File: config.mk
export PLATFORM = sky130hd
export DESIGN_NAME = hit_detector
export DESIGN_NICKNAME = d
export VERILOG_FILES = /design/src/rtl/hit_detector.sv
export SDC_FILE = /design/constraint.sdc
export NUM_CORES = 1
export LEC_CHECK = 0
export BUFFER_PORTS_ARGS = -buffer_cell sky130_fd_sc_hd__buf_2
export CORE_ASPECT_RATIO = 0.5
export CORE_MARGIN = 2
export CORE_UTILIZATION = 35
export CTS_CLUSTER_SIZE = 12
export DETAILED_ROUTE_END_ITERATION = 16
export PLACE_DENSITY = 0.61
export SYNTH_ARGS = -nofsm -noshare
export SYNTH_HDL_FRONTEND = slang
export SYNTH_SLANG_ARGS = --single-unit
File: constraint.sdc
create_clock -name clk -period 3.4 [get_ports clk]
set_clock_uncertainty 0.1 [all_clocks]
set_input_delay 0.17 -clock clk [delete_from_list [all_inputs] [get_ports clk]]
set_output_delay 0.17 -clock clk [all_outputs]
set_load 0.01 [all_outputs]
File: src/rtl/hit_detector.sv
// rtl/hit_detector.sv - whack-a-mole hit detector: per-hole arm/prime FSMs, strike lockout, hit counter.
// Optional miss strobe generation enabled by defining HIT_DETECTOR_MISS_EN.
module hit_detector #(
  parameter int NUM_HOLES      = 5,
  parameter int LOCKOUT_CYCLES = 16,
  parameter int CNT_W          = 8
) (
  input  logic                 clk,
  input  logic                 reset,
  input  logic                 enable,
  input  logic                 mode,
  input  logic                 hammer_pulse,
  input  logic [NUM_HOLES-1:0] swith,
  input  logic [NUM_HOLES-1:0] mole_led,
  output logic [NUM_HOLES-1:0] hit_vec,
  output logic                 hit_pulse,
  output logic                 miss_pulse,
  output logic [CNT_W-1:0]     hit_count,
  output logic                 lockout
);

  typedef enum logic [1:0] {S_OFF, S_ARMED, S_PRIMED} state_t;

  localparam int LW = $clog2(LOCKOUT_CYCLES + 1);

  state_t               r_state     [NUM_HOLES];
  state_t               w_state_nxt [NUM_HOLES];
  logic [NUM_HOLES-1:0] r_swith_q;
  logic [NUM_HOLES-1:0] r_mole_q;
  logic [NUM_HOLES-1:0] r_arm_snap;
  logic [NUM_HOLES-1:0] w_arm_snap_nxt;
  logic [NUM_HOLES-1:0] w_primed;
  logic [NUM_HOLES-1:0] r_hit_vec;
  logic [LW-1:0]        r_lock_cnt;
  logic                 w_lockout;
  logic                 w_strike;
  logic [4:0]           w_pop;
  logic [CNT_W+4:0]     w_sum;
  logic [CNT_W-1:0]     r_hit_count;
  logic [CNT_W-1:0]     w_count_nxt;

  assign w_lockout = (r_lock_cnt != '0);
  assign w_strike  = hammer_pulse & enable & ~w_lockout;

  always_comb begin
    w_primed = '0;
    w_pop    = '0;
    for (int i = 0; i < NUM_HOLES; i++) begin
      w_primed[i] = (r_state[i] == S_PRIMED);
      w_pop       = w_pop + 5'(w_primed[i]);
    end
  end

  // Only holes primed before the strike cycle score; the strike re-arms every lit hole
  // from the current switch level, so same-cycle switch edges never count.
  always_comb begin
    w_arm_snap_nxt = r_arm_snap;
    for (int i = 0; i < NUM_HOLES; i++) begin
      w_state_nxt[i] = r_state[i];
      if (!enable || !mole_led[i]) begin
        w_state_nxt[i] = S_OFF;
      end else if (w_strike) begin
        w_state_nxt[i]    = S_ARMED;
        w_arm_snap_nxt[i] = swith[i];
      end else begin
        case (r_state[i])
          S_OFF: begin
            if (!r_mole_q[i]) begin
              w_state_nxt[i]    = S_ARMED;
              w_arm_snap_nxt[i] = swith[i];
            end
          end
          S_ARMED: begin
            if (mode ? (swith[i] != r_arm_snap[i]) : (swith[i] != r_swith_q[i]))
              w_state_nxt[i] = S_PRIMED;
          end
          S_PRIMED: begin
            if (mode && (swith[i] == r_arm_snap[i]))
              w_state_nxt[i] = S_ARMED;
          end
          default: w_state_nxt[i] = S_OFF;
        endcase
      end
    end
  end

  always_comb begin
    w_sum = {5'b0, r_hit_count} + {{CNT_W{1'b0}}, (w_strike ? w_pop : 5'd0)};
    if (|w_sum[CNT_W+4:CNT_W])
      w_count_nxt = {CNT_W{1'b1}};
    else
      w_count_nxt = w_sum[CNT_W-1:0];
  end

  always_ff @(posedge clk) begin
    if (reset) begin
      r_swith_q   <= '0;
      r_mole_q    <= '0;
      r_arm_snap  <= '0;
      r_hit_vec   <= '0;
      r_lock_cnt  <= '0;
      r_hit_count <= '0;
      for (int i = 0; i < NUM_HOLES; i++) r_state[i] <= S_OFF;
    end else begin
      r_swith_q   <= swith;
      r_mole_q    <= mole_led;
      r_arm_snap  <= w_arm_snap_nxt;
      r_state     <= w_state_nxt;
      r_hit_vec   <= w_strike ? w_primed : '0;
      r_hit_count <= w_count_nxt;
      if (!enable)
        r_lock_cnt <= '0;
      else if (w_strike)
        r_lock_cnt <= LW'(LOCKOUT_CYCLES);
      else if (w_lockout)
        r_lock_cnt <= r_lock_cnt - LW'(1);
    end
  end

`ifdef HIT_DETECTOR_MISS_EN
  logic r_miss;

  always_ff @(posedge clk) begin
    if (reset)
      r_miss <= 1'b0;
    else
      r_miss <= w_strike && (w_primed == '0);
  end

  assign miss_pulse = r_miss;
`else
  assign miss_pulse = 1'b0;
`endif

  assign hit_vec   = r_hit_vec;
  assign hit_pulse = |r_hit_vec;
  assign hit_count = r_hit_count;
  assign lockout   = w_lockout;

endmodule
# ---- After elaboration in Yosys (flattened, before gate mapping)
# Index checks and enable logic that the tools add are counted.
dict set report totals {
  ff_bits 43
  latch_bits 0
  ramBits 0
  romBits 0
  output_inout_bits 16
  wordCells 204
  memories 0
}
dict set report classes {
  n_addsub 6
  multipliers 0
  n_div 0
  magnitude_cmp 0
  eq_ne 60
  shift 0
  mux 49
  n_bitwise 10
  reduce_logical 58
}
# op n
set op_table {}
lappend op_table {{$reduce_and A3 Y1} 15}
lappend op_table {{$mux W2} 15}
lappend op_table {{$ne A3 B3 Y1 const B} 10}
lappend op_table {{$pmux W2 S3} 5}
lappend op_table {{$mux W1} 25}
lappend op_table {{$ne A2 B1 Y1 const B} 10}
lappend op_table {{$ne A2 B2 Y1 const B} 10}
lappend op_table {{$reduce_or A3 Y1} 6}
lappend op_table {{$mux W5} 3}
lappend op_table {{$ne A3 B1 Y1 const B} 5}
lappend op_table {{$reduce_or A2 Y1} 7}
lappend op_table {{$reduce_bool A2 Y1} 6}
lappend op_table {{$eq A2 B1 Y1 const B} 5}
lappend op_table {{$eq A2 B2 Y1 const B} 5}
lappend op_table {{$logic_not A2 Y1} 5}
lappend op_table {{$ne A1 B1 Y1} 10}
lappend op_table {{$reduce_or A5 Y1} 2}
lappend op_table {{$add A8 B5 Y9} 1}
lappend op_table {{$mux W8} 1}
lappend op_table {{$not A1 Y1} 8}
lappend op_table {{$logic_not A1 Y1} 6}
lappend op_table {{$add A4 B1 Y5} 1}
lappend op_table {{$eq A1 B1 Y1} 5}
lappend op_table {{$logic_and A1 B1 Y1} 5}
lappend op_table {{other kinds (7)} 12}

# ---- Longest topological paths before layout
dict set report depth {
  ltp_word 9
  mapped_depth 12
  ltp_nobuf 11
}

# ---- Worst setup path before layout
# OpenSTA, ideal clock, no wires.
dict set report synth_path {
  path_kind {register -> register}
  from {register r_state[7] (netlist name)}
  to {register r_hit_count[7], in the netlist hit_count[7]}
  t_arrival_ns 3.279
  slack_ns -0.095
  path_stages_with_launch 12
  path_buffers 0
  period_less_slack_ns 3.495
  path_cell_list {dfxtp_1 -> nand2b_1 -> fa_1 -> inv_1 -> fa_1 -> ha_1 -> and3_2 -> fa_1 -> a21oi_1 -> nor2_1 -> or4b_1 -> and3b_1}
}
dict set report synth_between {
  elab_chain_cells 9
}
# item line
set synth_lines {}
lappend synth_lines {{start: declaration} 26} ;# state_t r_state [NUM_HOLES];
lappend synth_lines {{start signal: assignment} 108} ;# r_state <= w_state_nxt;
lappend synth_lines {{$eq A2 B2 Y1 (*)} 49} ;# w_primed[i] = (r_state[i] == S_PRIMED);
lappend synth_lines {{$add A1 B1 Y2 (*)} 50} ;# w_pop = w_pop + 5'(w_primed[i]);
lappend synth_lines {{$add A2 B1 Y3 (*)} 50}
lappend synth_lines {{$add A3 B1 Y4 (*)} 50}
lappend synth_lines {{$add A4 B1 Y5 (*)} 50}
lappend synth_lines {{$mux W5 (*)} 88} ;# w_sum = {5'b0, r_hit_count} + {{CNT_W{1'b0}}, (w_strike ? w_pop : 5'd0)};
lappend synth_lines {{$add A8 B5 Y9 (*)} 88}
lappend synth_lines {{$reduce_or A5 Y1} 89} ;# if (|w_sum[CNT_W+4:CNT_W])
lappend synth_lines {{$mux W8 (*)} 89}
lappend synth_lines {{end signal: assignment} 110} ;# r_hit_count <= w_count_nxt;
lappend synth_lines {{end: declaration} 39} ;# logic [CNT_W-1:0] r_hit_count;
# Every way passes the cells marked *; elsewhere a longest branch is shown, timed or not.
# A chain may end at the register's enable or synchronous reset.

# ---- Worst setup path after layout
dict set report layout_path {
  from {register r_state[6] (netlist name)}
  to {register r_hit_count[7], in the netlist hit_count[7]}
}
# The elaborated chain is that of the path after synthesis.

==> metrics.cfg <==
[synth]
seq_area_frac_synth_pct=38.5
synth_area_um2=2240
async_flop_share_pct=0
synth_largest_area_cell=sky130_fd_sc_hd__dfxtp_1
synth_area_leaders=sky130_fd_sc_hd__dfxtp_1 39%, sky130_fd_sc_hd__nor2b_1 6.4%, sky130_fd_sc_hd__xnor2_1 5.1%
synthesis.nets=265
synth_largest_type_area_fraction_pct=38.5
synthTopCellsByCount=43 x sky130_fd_sc_hd__dfxtp_1, 23 x sky130_fd_sc_hd__nor2b_1, 22 x sky130_fd_sc_hd__nor2_1, 17 x sky130_fd_sc_hd__nor3_1
yosys.cell_count.top_type=sky130_fd_sc_hd__dfxtp_1
netlist-cell-type-count=43
synth_seq_cells=43
avgSynthCellArea_um2=9.28
synth_edf_count=0
syn-instance-count=241
synthesis.yosys.warnings=0
yosys_most_used_dff=sky130_fd_sc_hd__dfxtp_1

[critical_path]
critPathCaptureType=flop
ff2ff_path_depth=11
cp_max_fo=2
critical-path-slowest-cell=sky130_fd_sc_hd__fa_1
worst-setup-path-type=flop to flop
reg2reg_from=r_state[6]
worst-r2r-setup-slack_ns=0.13
crit_arrival_ns=3.34
cp_slowest_stage_delay_ns=0.53
crit_path_start_kind=flop
worst_r2r_endpoint=hit_count[7]
critPathMostFrequentCell=sky130_fd_sc_hd__fa_2
cells_along_the_critical_path=nand2b_4 -> fa_1 -> inv_1 -> fa_2 -> ha_1 -> and3_4 -> fa_2 -> a21oi_2 -> nor2_1 -> or4b_1 -> and3b_1
cp.required_ns=3.47

[global_route]
grt_antenna_before_repair=0
pin_count_of_the_biggest_net_entering_global_routing=28
first_global_vias=1817
grt_use_met3_pct=4.00
grt_first_pass_wirelength_um=8250
grt_remaining_overflow=0
global_route.usage.met2_pct=27.1
grt.met1_usage_pct=18.8
most_used_layer_global_route=met2
globalRouteTotalUtil_pct=15.3

[cells_and_area]
post_route_cells_drive_above_1_share_pct=25.7
num_antenna_cells=0
syn2layout_area_growth_pct=21.6
num-nets-final=304
summed_area_of_non_filler_cells_in_the_final_layout_um2=2720
post_layout_nonfiller_instances=368

[die]
floorplan.initialDensity_pct=36.5
fp.dieH_um=60.5
die_area_um2=7080
core_area_um2=6130
die_width_um=117
ios=31
num_rows=20

[status]
run_status=completed

[route]
route.detailed.drc=0
wl_per_cell_um=13.4
route.vias.total=1818
route.final.wire_length_um=4950
drt_first_pass_iters=4
initial_drc_count=68
detail-route-antenna-nets=0
vias_per_cell=4.94

[timing]
final-max-slew-violation-count=0
grt_setup_unrepaired=no
minimum_clock_period_after_layout_ns=3.27
fraction_of_the_cycle_the_final_worst_path_needs_pct=96.2
setup_tns_ns=0
report.final.setup_viol=0
fmax_mhz=306
timing.final.hold_violations=0

[placement]
port_buffers=29
gp_congestion=0.750
instance_area_at_placement_um2=2520
placed_cells=360
post-dp-hpwl_um=3610

[power]
fin_total_pwr_uw=1370
power_dens_cells_nw_per_um2=504
p_leak_uw=0.00118
ir_worst_vdd_mv=0.190

[clock_network]
clock_tree_from_tritoncts=built
ctsLongestPathBuffers=2
clk-insertion-delay-late_ns=0.28
cts_root_buffer=sky130_fd_sc_hd__clkbuf_16
cts_num_sinks=43
clk_transition_reported_paths_ns=0.06
cts_htree_levels=2
cts_hold_repair.buffers=0
number_of_cts_inserted_buffers=5

[worst_hold_path]
timing.hold.worst_endpoint=r_state[0]
class_of_the_worst_hold_path=input pin to flop
hold_path_depth=3
hold_path.startpoint=mole_led[4]

[run]
max-cap-violations=0

==> sequential cells by signal, indices dropped and copies added, names as in the netlist <==
| name | cells |
|---|---|
| r_swith_q | 5 |
| hit_count | 8 |
| r_lock_cnt | 5 |
| r_state | 10 |
| r_arm_snap | 5 |
| hit_vec | 5 |
| r_mole_q | 5 |
==> critical path: cells and delay by family, from the launching register on <==
| family | cells | cell delay [ns] |
|---|---|---|
| AO/OA/AOI/OAI | 1 | 0.16 |
| flip-flops | 1 | 0.31 |
| buffers and inverters | 1 | 0.05 |
| adder cells (fa/ha/maj) | 4 | 1.49 |
| AND/OR/NAND/NOR | 5 | 1.05 |
==> stage by stage <==
stage                     setup WS [ns]  util (%)  hold WS [ns]
after global placement           0.0384      41.1         0.328
final                             0.129      44.3        0.0491
after global routing            0.00299      44.3        0.0433
after floorplan                  0.0257         -         0.151
after CTS                       0.00927      43.8        0.0432
after detailed placement        -0.0173      41.1         0.330
==> cell usage in the layout, fill, tap and decap left out, types with 2 or more instances in the layout <==
cell,instances
sky130_fd_sc_hd__inv_1,12
sky130_fd_sc_hd__a21oi_1,12
sky130_fd_sc_hd__nand2b_4,3
sky130_fd_sc_hd__nand3_1,3
sky130_fd_sc_hd__dfxtp_1,41
sky130_fd_sc_hd__a22oi_1,4
sky130_fd_sc_hd__mux2_4,4
sky130_fd_sc_hd__nor2_1,22
sky130_fd_sc_hd__mux2_2,2
sky130_fd_sc_hd__nor3_1,17
sky130_fd_sc_hd__o21ai_0,3
sky130_fd_sc_hd__o221ai_1,4
sky130_fd_sc_hd__nand2_1,7
sky130_fd_sc_hd__buf_4,12
sky130_fd_sc_hd__ha_1,5
sky130_fd_sc_hd__nor2b_1,23
sky130_fd_sc_hd__and3_1,5
sky130_fd_sc_hd__nand2b_1,5
sky130_fd_sc_hd__a211oi_1,2
sky130_fd_sc_hd__o211ai_2,4
sky130_fd_sc_hd__mux2i_1,5
sky130_fd_sc_hd__a31oi_1,5
sky130_fd_sc_hd__xnor2_1,13
sky130_fd_sc_hd__a2111oi_0,2
sky130_fd_sc_hd__and3_2,3
sky130_fd_sc_hd__buf_2,29
sky130_fd_sc_hd__clkbuf_16,5
sky130_fd_sc_hd__dfxtp_2,2
sky130_fd_sc_hd__fa_2,2
sky130_fd_sc_hd__xor2_1,4
==> area by class of cell <==
type	instances	area, µm²
Clock buffer	6	129
Clock inverter	1	30.0
Fill cell	584	3410
Inverter	12	45.0
Multi-Input combinational cell	177	1310
Sequential cell	43	863
Tap cell	88	110
Timing Repair Buffer	41	235
==> kinds of logic (layout without fill, tap and decap cells) <==
kind of cell	after synthesis	after routing	share of synthesized area [%]
and+or+nand+nor	95	95	23.8
AOI/OAI and AO/OA	44	44	14.2
DFF	43	43	38.5
buffers and inverters	21	60	4.76
xor gates and xnor gates	17	17	6.66
muxes	11	11	5.93
adders and majority gates	9	9	6.04
other	1	1	0.168
==> layer usage <==
metal	up-vias	share of wire, %
met4	0	0.89
met5	-	0
met1	869	49
met2	29	47
met3	4	3.2
li1	916	-
==> worst max path at each step <==
stage	to	cells after the start	startpoint
after floorplan	hit_count[7]	11	r_state[6]
after global placement	hit_count[7]	11	r_state[6]
after detailed placement	hit_count[7]	11	r_state[6]
after CTS	hit_count[7]	11	r_state[6]
after global routing	hit_count[7]	9	r_state[5]
final	hit_count[7]	11	r_state[6]
==> where the power goes <==
| part | switching [µW] | total, µW | internal, µW |
|---|---|---|---|
| logic | 156 | 287 | 131 |
| registers | 26.5 | 559 | 532 |
| clock network | 181 | 524 | 342 |
==> repair_timing <==
| action | 4_1_cts | 5_1_grt |
|---|---|---|
| cloned | 0 | 0 |
| gates resized for setup | 0 | 7 |
| pin swaps | 2 | 2 |
| buffers inserted | 1 | 0 |
| endpoints found under the hold margin | 0 | 0 |
| setup endpoints to repair | 1 | 1 |
Note: power is estimated with default switching activity, not from simulation.
